File: config.mk
export PLATFORM = sky130hd
export DESIGN_NAME = dred_eval_pipe
export DESIGN_NICKNAME = d
export VERILOG_FILES = /design/src/rtl/dred_pkg.sv /design/src/rtl/gf2_matvec.sv /design/src/rtl/dred_eval_pipe.sv
export SDC_FILE = /design/constraint.sdc
export NUM_CORES = 1
export LEC_CHECK = 0
export CAP_MARGIN = 20
export CELL_PAD_IN_SITES_DETAIL_PLACEMENT = 0
export CELL_PAD_IN_SITES_GLOBAL_PLACEMENT = 1
export CORE_UTILIZATION = 36
export DETAILED_ROUTE_END_ITERATION = 8
export PLACE_DENSITY_LB_ADDON = 0.1
export SLEW_MARGIN = 10
export SYNTH_ARGS = -nofsm -noshare
export SYNTH_HDL_FRONTEND = slang
export SYNTH_SLANG_ARGS = --single-unit
File: constraint.sdc
create_clock -name clk -period 2.9 [get_ports clk]
set_clock_uncertainty 0.15 [all_clocks]
set_input_delay 0.435 -clock clk [delete_from_list [all_inputs] [get_ports clk]]
set_output_delay 0.435 -clock clk [all_outputs]
set_load 0.03 [all_outputs]
File: src/rtl/dred_pkg.sv
// Shared definitions for the D-reduced function evaluator: config target
// encodings and small elaboration-time helpers.
package dred_pkg;

  // Config write targets carried on cfg_sel.
  typedef enum logic [1:0] {
    CFG_ROW  = 2'd0,
    CFG_LUT  = 2'd1,
    CFG_INV  = 2'd2,
    CFG_RSVD = 2'd3
  } cfg_sel_e;

  // Widest matrix row the reset helper can describe.
  localparam int unsigned MAX_ROW_W = 256;

  // Ceiling log2; clog2(1) = 0.
  function automatic int unsigned clog2(input int unsigned value);
    int unsigned v;
    clog2 = 0;
    v = (value > 0) ? value - 1 : 0;
    while (v > 0) begin
      clog2++;
      v = v >> 1;
    end
  endfunction

  // Reset value of matrix row idx: one-hot at bit idx, so z = x[K_RED-1:0].
  function automatic logic [MAX_ROW_W-1:0] reset_row(input int unsigned idx);
    reset_row = MAX_ROW_W'(1) << idx;
  endfunction

endpackage

File: src/rtl/gf2_matvec.sv
// Combinational GF(2) matrix-vector product: z[i] = parity(row[i] & x).
module gf2_matvec #(
  parameter int unsigned N_IN  = 5,
  parameter int unsigned K_RED = 3
) (
  input  logic [N_IN-1:0]  row_i [K_RED],
  input  logic [N_IN-1:0]  x_i,
  output logic [K_RED-1:0] z_o
);

  // Each output bit is the XOR of the input bits selected by its row.
  always_comb begin
    z_o = '0;
    for (int unsigned i = 0; i < K_RED; i++) begin
      z_o[i] = ^(row_i[i] & x_i);
    end
  end

endmodule

File: src/rtl/dred_eval_pipe.sv
// Two-stage valid/ready pipeline computing y[j] = lut[j][A*x] ^ inv[j],
// with the matrix A, the truth tables and the invert mask programmable.
module dred_eval_pipe
  import dred_pkg::*;
#(
  parameter int unsigned N_IN  = 5,
  parameter int unsigned K_RED = 3,
  parameter int unsigned N_OUT = 1,
  parameter int unsigned CFG_W = 32
) (
  input  logic             clk,
  input  logic             rst_n,
  input  logic             cfg_we,
  input  logic [1:0]       cfg_sel,
  input  logic [7:0]       cfg_addr,
  input  logic [CFG_W-1:0] cfg_data,
  input  logic             in_valid,
  output logic             in_ready,
  input  logic [N_IN-1:0]  x,
  output logic             out_valid,
  input  logic             out_ready,
  output logic [N_OUT-1:0] y,
  output logic             idle
);

  localparam int unsigned LUT_W = 1 << K_RED;

  if (K_RED < 1 || K_RED > 8 || K_RED > N_IN) begin : g_bad_k_red
    $error("dred_eval_pipe: K_RED must be 1..8 and <= N_IN");
  end
  if (N_OUT < 1 || clog2(N_OUT) > 8) begin : g_bad_n_out
    $error("dred_eval_pipe: N_OUT must be 1..256");
  end
  if (CFG_W < N_IN || CFG_W < LUT_W || CFG_W < N_OUT) begin : g_bad_cfg_w
    $error("dred_eval_pipe: CFG_W must cover N_IN, 2^K_RED and N_OUT");
  end

  typedef logic [N_IN-1:0]  row_t;
  typedef logic [LUT_W-1:0] lut_t;

  row_t             row_q [K_RED];
  lut_t             lut_q [N_OUT];
  logic [N_OUT-1:0] inv_q;

  logic [K_RED-1:0] z;
  logic [K_RED-1:0] z_q;
  logic             s1_valid_q, s1_valid_d;
  logic             s2_valid_q, s2_valid_d;
  logic [N_OUT-1:0] y_q, y_d;
  logic             s1_load, s2_load;

  // Upper cfg_data bits beyond each target's width are don't-care.
  logic unused_cfg_bits;
  assign unused_cfg_bits = ^cfg_data;

  gf2_matvec #(
    .N_IN  (N_IN),
    .K_RED (K_RED)
  ) u_matvec (
    .row_i (row_q),
    .x_i   (x),
    .z_o   (z)
  );

  // Config registers: out-of-range addresses and the reserved target are dropped.
  always_ff @(posedge clk or negedge rst_n) begin
    if (!rst_n) begin
      // NOTE: these small config arrays are reset because the function must
      // have a defined identity matrix and zero tables straight out of reset.
      for (int unsigned r = 0; r < K_RED; r++) row_q[r] <= row_t'(reset_row(r));
      for (int unsigned j = 0; j < N_OUT; j++) lut_q[j] <= '0;
      inv_q <= '0;
    end else if (cfg_we) begin
      case (cfg_sel_e'(cfg_sel))
        CFG_ROW: begin
          for (int unsigned r = 0; r < K_RED; r++)
            if (cfg_addr == 8'(r)) row_q[r] <= cfg_data[N_IN-1:0];
        end
        CFG_LUT: begin
          for (int unsigned j = 0; j < N_OUT; j++)
            if (cfg_addr == 8'(j)) lut_q[j] <= cfg_data[LUT_W-1:0];
        end
        CFG_INV: inv_q <= cfg_data[N_OUT-1:0];
        default: ;
      endcase
    end
  end

  // Handshake: s1 may accept if it is empty, or if its item can move on.
  assign in_ready = !cfg_we && (!s1_valid_q || !s2_valid_q || out_ready);
  assign s1_load  = in_valid && in_ready;
  assign s2_load  = s1_valid_q && (!s2_valid_q || out_ready);

  // Next-state for the stage valids and the registered result.
  always_comb begin
    // NOTE: every signal gets a default here so no path leaves it unassigned
    // and infers a latch.
    s1_valid_d = s1_valid_q;
    s2_valid_d = s2_valid_q;
    y_d        = y_q;
    if (s1_load)      s1_valid_d = 1'b1;
    else if (s2_load) s1_valid_d = 1'b0;
    if (s2_load) begin
      s2_valid_d = 1'b1;
      for (int unsigned j = 0; j < N_OUT; j++) y_d[j] = lut_q[j][z_q] ^ inv_q[j];
    end else if (out_ready) begin
      s2_valid_d = 1'b0;
    end
  end

  // Pipeline state registers.
  always_ff @(posedge clk or negedge rst_n) begin
    if (!rst_n) begin
      z_q        <= '0;
      s1_valid_q <= 1'b0;
      s2_valid_q <= 1'b0;
      y_q        <= '0;
    end else begin
      // NOTE: non-blocking assignments so every register samples pre-edge values.
      s1_valid_q <= s1_valid_d;
      s2_valid_q <= s2_valid_d;
      y_q        <= y_d;
      if (s1_load) z_q <= z;
    end
  end

  assign out_valid = s2_valid_q;
  assign y         = y_q;
  assign idle      = !s1_valid_q && !s2_valid_q;

endmodule

==> results of run 1 <==
[final cells by class]
| cell class | instances | area, µm² |
|---|---|---|
| repair buffers | 32 | 318 |
| fillers | 340 | 1860 |
| clock inverters | 1 | 5.00 |
| flip-flops and latches | 30 | 754 |
| well taps | 48 | 60.1 |
| clock buffers | 7 | 86.3 |
| multi-input cells | 80 | 712 |
[report_power, final]
group	internal, W	total, W	switching (W)
Sequential	0.000436	0.000446	0.0000106
Clock	0.000191	0.000335	0.000145
Combinational	0.0000677	0.000125	0.0000578
[logic make-up after synthesis]
kind of cell,after synthesis
muxes,27
buffers and inverters,1
DFF,30
AOI/OAI and AO/OA,4
xor gates and xnor gates,10
and+or+nand+nor,39
[flip-flops by register name, summed over array words and instances (netlist names)]
| name | flops |
|---|---|
| inv_q | 1 |
| lut_q | 8 |
| out_valid | 1 |
| row_q | 15 |
| s1_valid_q | 1 |
| y | 1 |
| z_q | 3 |
[layer usage]
layer	vias up	global-route usage (%)	routed length [µm]
li1	465	-	-
met1	454	19.4	1340
met2	30	25.5	1290
met3	2	5.69	188
met4	0	4.79	18
met5	-	0	0
[stage by stage]
step                cells  hold WS (ps)
finish                198           332
CTS                   198           343
global placement      190           315
floorplan             111         -10.6
global route          198           375
detailed placement    190           328
[path summary, 6_finish.rpt]
kind / from / to / slack, ps / depth (start not counted)
max in group asynchronous: rst_n / row_q[10]$_DFFE_PN1P_ / 1880 / 2
min in group asynchronous: rst_n / y$_DFFE_PN0P_ / 390 / 2
worst max-delay path: out_ready / in_ready / 450 / 4
worst min-delay path: y$_DFFE_PN0P_ / y$_DFFE_PN0P_ / 330 / 2
worst min register to register: y$_DFFE_PN0P_ / y$_DFFE_PN0P_ / 330 / 2
worst max register to register: z_q[0]$_DFFE_PN0P_ / y$_DFFE_PN0P_ / 1270 / 4
[worst min-delay path, cell delays in order (launching register included)]
cell	delay, ps
dfrtp_1	340
nand2_1	40
o21ai_0	60
[placed cells by master, fill, tap and decap left out, types with 2 or more instances in the layout]
cell type        instances
clkbuf_8                 6
clkdlybuf4s50_1         31
dfrtp_1                 27
dfstp_2                  3
mux2_2                  24
mux4_2                   2
nand2_1                 23
nand2b_1                 2
nand3b_1                 2
nor2b_1                  3
o21ai_0                  4
xnor2_1                  3
xnor3_1                  3
xor2_1                   4
[synthesized netlist by cell type]
| library cell | number | area share (%) |
|---|---|---|
| nor2_1 | 1 | 0.25 |
| nand2_1 | 23 | 5.9 |
| xnor3_1 | 3 | 4.6 |
| mux2i_1 | 1 | 0.68 |
| nor3b_4 | 1 | 1.3 |
| nand2_2 | 1 | 0.43 |
| nor4_2 | 1 | 0.85 |
| xor2_1 | 4 | 2.4 |
| dfstp_2 | 3 | 5.4 |
| nand2b_1 | 2 | 0.85 |
| nor3_1 | 1 | 0.34 |
| nand4_2 | 1 | 0.85 |
| dfrtp_1 | 27 | 46 |
| nand3b_1 | 2 | 1.0 |
| buf_2 | 1 | 0.34 |
| o21ai_0 | 4 | 1.4 |
| xnor2_1 | 3 | 1.8 |
| nor4_4 | 1 | 1.4 |
| mux2_2 | 24 | 18 |
| mux4_2 | 2 | 3.1 |
| nor3_4 | 1 | 1.1 |
| nor2b_1 | 3 | 1.3 |
| and4_1 | 1 | 0.60 |
==> flow_summary.json, run 1 <==
{
  "cts_max_level": 2,
  "fin_nets": 201,
  "drtPass1Iterations": 4,
  "fin_crit_sh_pct": 84.5,
  "holdCritPathClass": "flip-flop to flip-flop",
  "grt_pass1_vias": 1030,
  "port_buffers": 31,
  "power.total_w": 0.000907,
  "drv_cap": 0,
  "hpwl_um": 2170,
  "place_ws_ps": 393,
  "postCtsHoldBufs": 0,
  "drv_slew": 0,
  "place_area_um2": 1840,
  "cp-start-kind": "input pin",
  "cpPeakStageDelay_ps": 670,
  "grt_max_degree": 31,
  "muxShareOfSynthArea_pct": 22.1,
  "synth_nets": 163,
  "clockRootBuffer": "clkbuf_8",
  "finish.utilization_pct": 51.0,
  "yosys_warnings": 0,
  "core_um2": 3800,
  "path_cells": "clkdlybuf4s50_1, nand3b_1, nor2b_1, clkdlybuf4s50_1",
  "worstMarginPinSlew_ps": 393,
  "rows": 22,
  "min_period_ps": 2450,
  "setup_viol": 0,
  "ys_seq_area_share_pct": 51.3,
  "drc": 0,
  "ctsResizeCount": 0,
  "io_pins": 56,
  "die_h_um": 65.9,
  "diodes": 0,
  "track_usage_pct": 15.7,
  "synth_fa_ha_area_share_pct": 0,
  "cpMostUsedCell": "clkdlybuf4s50_1",
  "wirelength_um": 2830,
  "synthCells": 111,
  "vias_per_cell": 4.80,
  "grt_first_pass_wirelength_um": 4860,
  "via_count": 951,
  "grt-ovfl-total": 0,
  "rsz0062_at_grt": "no",
  "start_util_pct": 38.7,
  "numCtsBuffers": 5,
  "fp.dieW_um": 65.9,
  "slowest_stage": "clkdlybuf4s50_1",
  "clock_latency_ps": 280,
  "powerDensity_nw_per_um2": 469,
  "syn_avg_cell_area_um2": 13.3,
  "antenna_found_initial": 0,
  "synthDistinctLibCells": 23,
  "hold_viol": 0,
  "synth-compound-area-share_pct": 1.36,
  "cts_tree": "done",
  "synthToLayoutAreaGrowth_pct": 31.5,
  "critPathCaptureType": "primary output",
  "setup_tns_ps": 0,
  "gp_congestion": 0.754,
  "synth_top_family_by_area": "multiplexers",
  "die_area_um2": 4350,
  "ir_worst_vdd_mv": 0.242,
  "max_freq_mhz": 408,
  "critPathArrivalTime_ps": 1870,
  "drive_gt1_share_pct": 28.7,
  "routedWlPerCell_um": 14.3,
  "critPathBufInv": 2,
  "outcome": "complete, no violations",
  "crit_type": "input pin to primary output",
  "clock_path_buffers": 2,
  "fin_ws_ps": 448,
  "post_cts_buffers": 0,
  "cp_max_fo": 3,
  "drt_iter0_markers": 32,
  "clk_pin_slew_worst_paths_ps": 60,
  "syn_area_um2": 1470,
  "synth-simple-area-share_pct": 16.2,
  "crit_family": "buffers and inverters",
  "maxSlewHeadroom_pct": 73.7,
  "power_leakage_nw": 0.877,
  "ys_ff_latch": 30,
  "crit_required_ps": 2320,
  "synth_xor_area_share_pct": 8.76,
  "finish.instance_area_um2": 1940,
  "clock-sinks": 30,
  "ant_nets": 0
}
(Power assumes the default switching activity.)
==> run 2: changes to the inputs <==
--- a/config.mk
+++ b/config.mk
@@ -8,7 +8,7 @@
 export CAP_MARGIN = 20
 export CELL_PAD_IN_SITES_DETAIL_PLACEMENT = 0
 export CELL_PAD_IN_SITES_GLOBAL_PLACEMENT = 1
-export CORE_UTILIZATION = 36
+export CORE_UTILIZATION = 34
 export DETAILED_ROUTE_END_ITERATION = 8
 export PLACE_DENSITY_LB_ADDON = 0.1
 export SLEW_MARGIN = 10
==> constraint.sdc (replaced) <==
create_clock -name clk -period 2.4 [get_ports clk]
set_clock_uncertainty 0.15 [all_clocks]
set_input_delay 0.36 -clock clk [delete_from_list [all_inputs] [get_ports clk]]
set_output_delay 0.36 -clock clk [all_outputs]
set_load 0.03 [all_outputs]
==> flow_summary.json, run 2 (synthesized netlist as in run 1, its figures left out) <==
{
  "clock-sinks": 30,
  "clock_path_buffers": 2,
  "grt_max_degree": 31,
  "grt_first_pass_wirelength_um": 4560,
  "final_cell_mix": "clkdlybuf4s50_1, dfrtp_1, mux2_2, nand2_1, clkbuf_8",
  "critPathArrivalTime_ps": 1790,
  "drc": 0,
  "path_depth": 4,
  "r2r_end": "z_q[0]$_DFFE_PN0P_",
  "maxSlewHeadroom_pct": 74.2,
  "via_count": 966,
  "fin_crit_sh_pct": 95.8,
  "setup_viol": 0,
  "die_h_um": 67.8,
  "rows": 23,
  "slowest_stage": "clkdlybuf4s50_1",
  "numCtsBuffers": 5,
  "fp.dieW_um": 67.8,
  "postCtsHoldBufs": 0,
  "final_common_cell": "clkdlybuf4s50_1",
  "start_util_pct": 36.0,
  "r2r_setup_slack_ps": 740,
  "cpMostUsedCell": "clkdlybuf4s50_1",
  "min_period_ps": 2300,
  "reg_top3": "row_q (15), lut_q (8), z_q (3)",
  "crit_family": "buffers and inverters",
  "cts_max_level": 2,
  "gp_congestion": 0.752,
  "finish.instance_area_um2": 1960,
  "critPathCaptureType": "primary output",
  "powerDensity_nw_per_um2": 560,
  "post_cts_buffers": 0,
  "cp-start-kind": "input pin",
  "track_usage_pct": 14.5,
  "grt-ovfl-total": 0,
  "grt_pass1_vias": 988,
  "rsz0062_at_grt": "no",
  "io_pins": 56,
  "crit_type": "input pin to primary output",
  "antenna_found_initial": 0,
  "reg2reg_from": "row_q[10]$_DFFE_PN1P_",
  "largest_register": "row_q",
  "ant_nets": 0,
  "routedWlPerCell_um": 14.1,
  "wirelength_um": 2870,
  "ff2ff_path_depth": 4,
  "drv_cap": 0,
  "ctsResizeCount": 0,
  "drv_slew": 0,
  "fin_nets": 204,
  "clk_pin_slew_worst_paths_ps": 60,
  "diodes": 0,
  "die_area_um2": 4590,
  "drive_gt1_share_pct": 29.4,
  "ir_worst_vdd_mv": 0.269,
  "drtPass1Iterations": 4,
  "hold_viol": 0,
  "max_freq_mhz": 435,
  "cp_max_fo": 3,
  "outcome": "complete, no violations",
  "startpoint": "out_ready",
  "power_leakage_nw": 0.889,
  "core_um2": 4090,
  "drt_iter0_markers": 17,
  "clock_latency_ps": 270,
  "largest_reg_flops": 15,
  "clockRootBuffer": "clkbuf_8",
  "cpPeakStageDelay_ps": 670,
  "path_cells": "clkdlybuf4s50_1, nand3b_1, nor2b_1, clkdlybuf4s50_1",
  "place_area_um2": 1870,
  "port_buffers": 31,
  "cts_tree": "done",
  "synthToLayoutAreaGrowth_pct": 33.2,
  "critPathBufInv": 2,
  "power.total_w": 0.00110,
  "nFillCells": 378,
  "crit_required_ps": 1890,
  "setup_tns_ps": 0,
  "worstMarginPinSlew_ps": 387,
  "finish.utilization_pct": 47.9,
  "vias_per_cell": 4.76,
  "holdCritPathClass": "input pin to asynchronous set/reset pin"
}
[run 2: worst max-delay path by stage]
| stage | endpoint | slack, ps |
|---|---|---|
| finish | in_ready | 100 |
| CTS | in_ready | 90 |
| floorplan | row_q[11]$_DFFE_PN0P_ | 670 |
| global placement | row_q[14]$_DFFE_PN0P_ | 80 |
| detailed placement | row_q[13]$_DFFE_PN0P_ | 60 |
| global route | in_ready | 40 |
[run 2: final cells by class]
type	instances	area, µm²	share of cell area, %
multi-input cells	80	712	36.3
clock buffers	8	90.1	4.60
flip-flops and latches	30	754	38.5
well taps	50	62.6	3.19
repair buffers	35	340	17.4
[run 2: layer usage]
| metal | up-vias | wire, µm | GRT usage [%] |
|---|---|---|---|
| met5 | - | 0 | 0 |
| met4 | 0 | 49 | 7.03 |
| met3 | 6 | 199 | 5.07 |
| met2 | 31 | 1350 | 23.1 |
| met1 | 463 | 1270 | 17.4 |
| li1 | 466 | - | - |
[run 2: through the flow]
| stage | hold WS (ps) | instances | setup slack (ps) |
|---|---|---|---|
| floorplan | -85.6 | 111 | 674 |
| global placement | 317 | 195 | 83.4 |
| detailed placement | 322 | 195 | 63.6 |
| CTS | 335 | 203 | 91.7 |
| global route | 352 | 203 | 43.7 |
| finish | 326 | 203 | 101 |
[run 2: report_power, final]
| group | total, W | leakage (nW) | switching [W] | internal, W |
|---|---|---|---|---|
| Sequential | 0.000539 | 0.400 | 0.0000126 | 0.000527 |
| Combinational | 0.000155 | 0.443 | 0.0000709 | 0.0000843 |
| Clock | 0.000402 | 0.0455 | 0.000169 | 0.000233 |
==> run 3: changes to the inputs <==
--- a/config.mk
+++ b/config.mk
@@ -8,8 +8,10 @@
 export CAP_MARGIN = 20
 export CELL_PAD_IN_SITES_DETAIL_PLACEMENT = 0
 export CELL_PAD_IN_SITES_GLOBAL_PLACEMENT = 1
-export CORE_UTILIZATION = 34
+export CORE_UTILIZATION = 47
+export CTS_CLUSTER_DIAMETER = 60
 export DETAILED_ROUTE_END_ITERATION = 8
+export DONT_BUFFER_PORTS = 1
 export PLACE_DENSITY_LB_ADDON = 0.1
 export SLEW_MARGIN = 10
 export SYNTH_ARGS = -nofsm -noshare
==> flow_summary.json, run 3 (synthesized netlist as in run 1, its figures left out) <==
{
  "track_usage_pct": 17.6,
  "place_area_um2": 1510,
  "min_path_cells": 1,
  "drive_gt1_share_pct": 33.9,
  "grt_first_pass_wirelength_um": 4130,
  "die_h_um": 58.0,
  "routedWlPerCell_um": 16.6,
  "ir_worst_vdd_mv": 0.347,
  "min_period_ps": 2050,
  "ff2ff_path_depth": 4,
  "core_um2": 2850,
  "clock-sinks": 30,
  "drc": 3,
  "drt_iter0_markers": 22,
  "clockPowerShare_pct": 30.7,
  "clockRootBuffer": "clkbuf_4",
  "vias_per_cell": 5.63,
  "seqPwrFrac_pct": 62.0,
  "violations": "DRC",
  "ctsResizeCount": 0,
  "internal-power_w": 0.000672,
  "antenna_found_initial": 0,
  "critPathArrivalTime_ps": 1540,
  "crit_required_ps": 1890,
  "diodes": 0,
  "largest_register": "row_q",
  "drv_cap": 0,
  "fp.dieW_um": 58.0,
  "rsz0062_at_grt": "no",
  "setup_tns_ps": 0,
  "final_cell_mix": "dfrtp_1, mux2_2, nand2_1, clkbuf_4",
  "drtPass1Iterations": 6,
  "numCtsBuffers": 5,
  "r2r_setup_slack_ps": 770,
  "max_freq_mhz": 487,
  "p_sw_w": 0.000221,
  "hold_viol": 0,
  "ant_nets": 0,
  "clock_path_buffers": 2,
  "worstMarginPinSlew_ps": 575,
  "cp-start-kind": "flip-flop",
  "power_leakage_nw": 0.747,
  "die_area_um2": 3360,
  "cp_max_fo": 4,
  "drv_slew": 0,
  "crit_type": "flip-flop to primary output",
  "p_sw_share_pct": 24.7,
  "clock_latency_ps": 330,
  "fin_crit_sh_pct": 85.5,
  "finish.instance_area_um2": 1590,
  "port_buffers": 0,
  "grt-ovfl-total": 0,
  "clk_pin_slew_worst_paths_ps": 90,
  "grt_max_degree": 31,
  "cts_max_level": 2,
  "outcome": "finished with violations",
  "reg_top3": "row_q (15), lut_q (8), z_q (3)",
  "io_pins": 56,
  "powerDensity_nw_per_um2": 560,
  "synthToLayoutAreaGrowth_pct": 8.33,
  "grt_pass1_vias": 905,
  "holdCritPathClass": "input pin to flip-flop",
  "fin_nets": 172,
  "via_count": 856,
  "combPwrFrac_pct": 7.2,
  "hpwl_um": 1830,
  "setup_viol": 0,
  "largest_reg_flops": 15,
  "critPathCaptureType": "primary output",
  "gp_congestion": 0.676,
  "cts_tree": "done",
  "start_util_pct": 51.6,
  "rows": 19,
  "final_common_cell": "dfrtp_1",
  "wirelength_um": 2520,
  "maxSlewHeadroom_pct": 61.6
}
[run 3: cell types whose count changed in the layout (fill, tap and decap cells not counted)]
| cell | before | now |
|---|---|---|
| buf_4 | 4 | 0 |
| dlygate4sd3_1 | 0 | 2 |
| clkdlybuf4s50_1 | 31 | 0 |
| clkbuf_1 | 2 | 3 |
| buf_12 | 0 | 1 |
| clkbuf_8 | 6 | 0 |
| clkbuf_4 | 0 | 5 |
[run 3: routing by layer]
layer / share of wire [%] / up-vias / wire length, µm / GRT usage (%)
met5: 0 / - / 0 / 0
met4: 1.7 / 0 / 44 / 7.14
met3: 8.2 / 5 / 206 / 7.59
met2: 47 / 30 / 1190 / 27.1
met1: 43 / 416 / 1080 / 21.8
li1: - / 405 / - / -
[run 3: cell type report]
cell class	instances	area (µm²)
multi-input combinational	80	712
fill	271	1260
clock buffer	8	48.8
timing repair buffer	3	40.0
sequential	30	754
tap	31	38.8
[run 3: metrics by stage]
step	std cells	total power, W	utilization, %	hold slack (ps)	setup slack [ps]
2_1_floorplan	111	0.000605	-	-85.6	674
3_3_place_gp	141	0.000612	52.8	-85.0	533
3_5_place_dp	141	0.000613	52.8	-85.0	483
4_1_cts	151	0.000910	55.5	6.16	339
5_1_grt	152	0.000938	55.9	1.60	263
6_report	152	0.000893	55.9	24.9	347
[run 3: critical path: stages, from the launching register on]
cell,delay (ps)
dfrtp_1,520
nand3b_1,190
nor2b_1,510
[run 3: path summary, 6_finish.rpt]
check	startpoint	to
setup / recovery	out_valid$_DFFE_PN0P_	in_ready
hold / removal	cfg_data[6]	lut_q[6]$_DFFE_PN0P_
setup reg to reg	z_q[0]$_DFFE_PN0P_	y$_DFFE_PN0P_
hold reg to reg	row_q[7]$_DFFE_PN0P_	row_q[7]$_DFFE_PN0P_
max in group asynchronous	rst_n	row_q[2]$_DFFE_PN1P_
min in group asynchronous	rst_n	row_q[5]$_DFFE_PN0P_
[run 3: what timing repair did]
action                                 4_1_cts  5_1_grt
endpoints found under the hold margin       30        1
setup buffers                                0        0
hold buffers                                 2        1
[run 3: power by group through the flow]
stage	combinational [W]	sequential [W]	clock, W
2_1_floorplan	0.0000441	0.000561	0
3_3_place_gp	0.0000479	0.000564	0
3_5_place_dp	0.0000491	0.000564	0
4_1_cts	0.0000646	0.000554	0.000291
5_1_grt	0.0000723	0.000558	0.000308
6_report	0.0000645	0.000554	0.000274
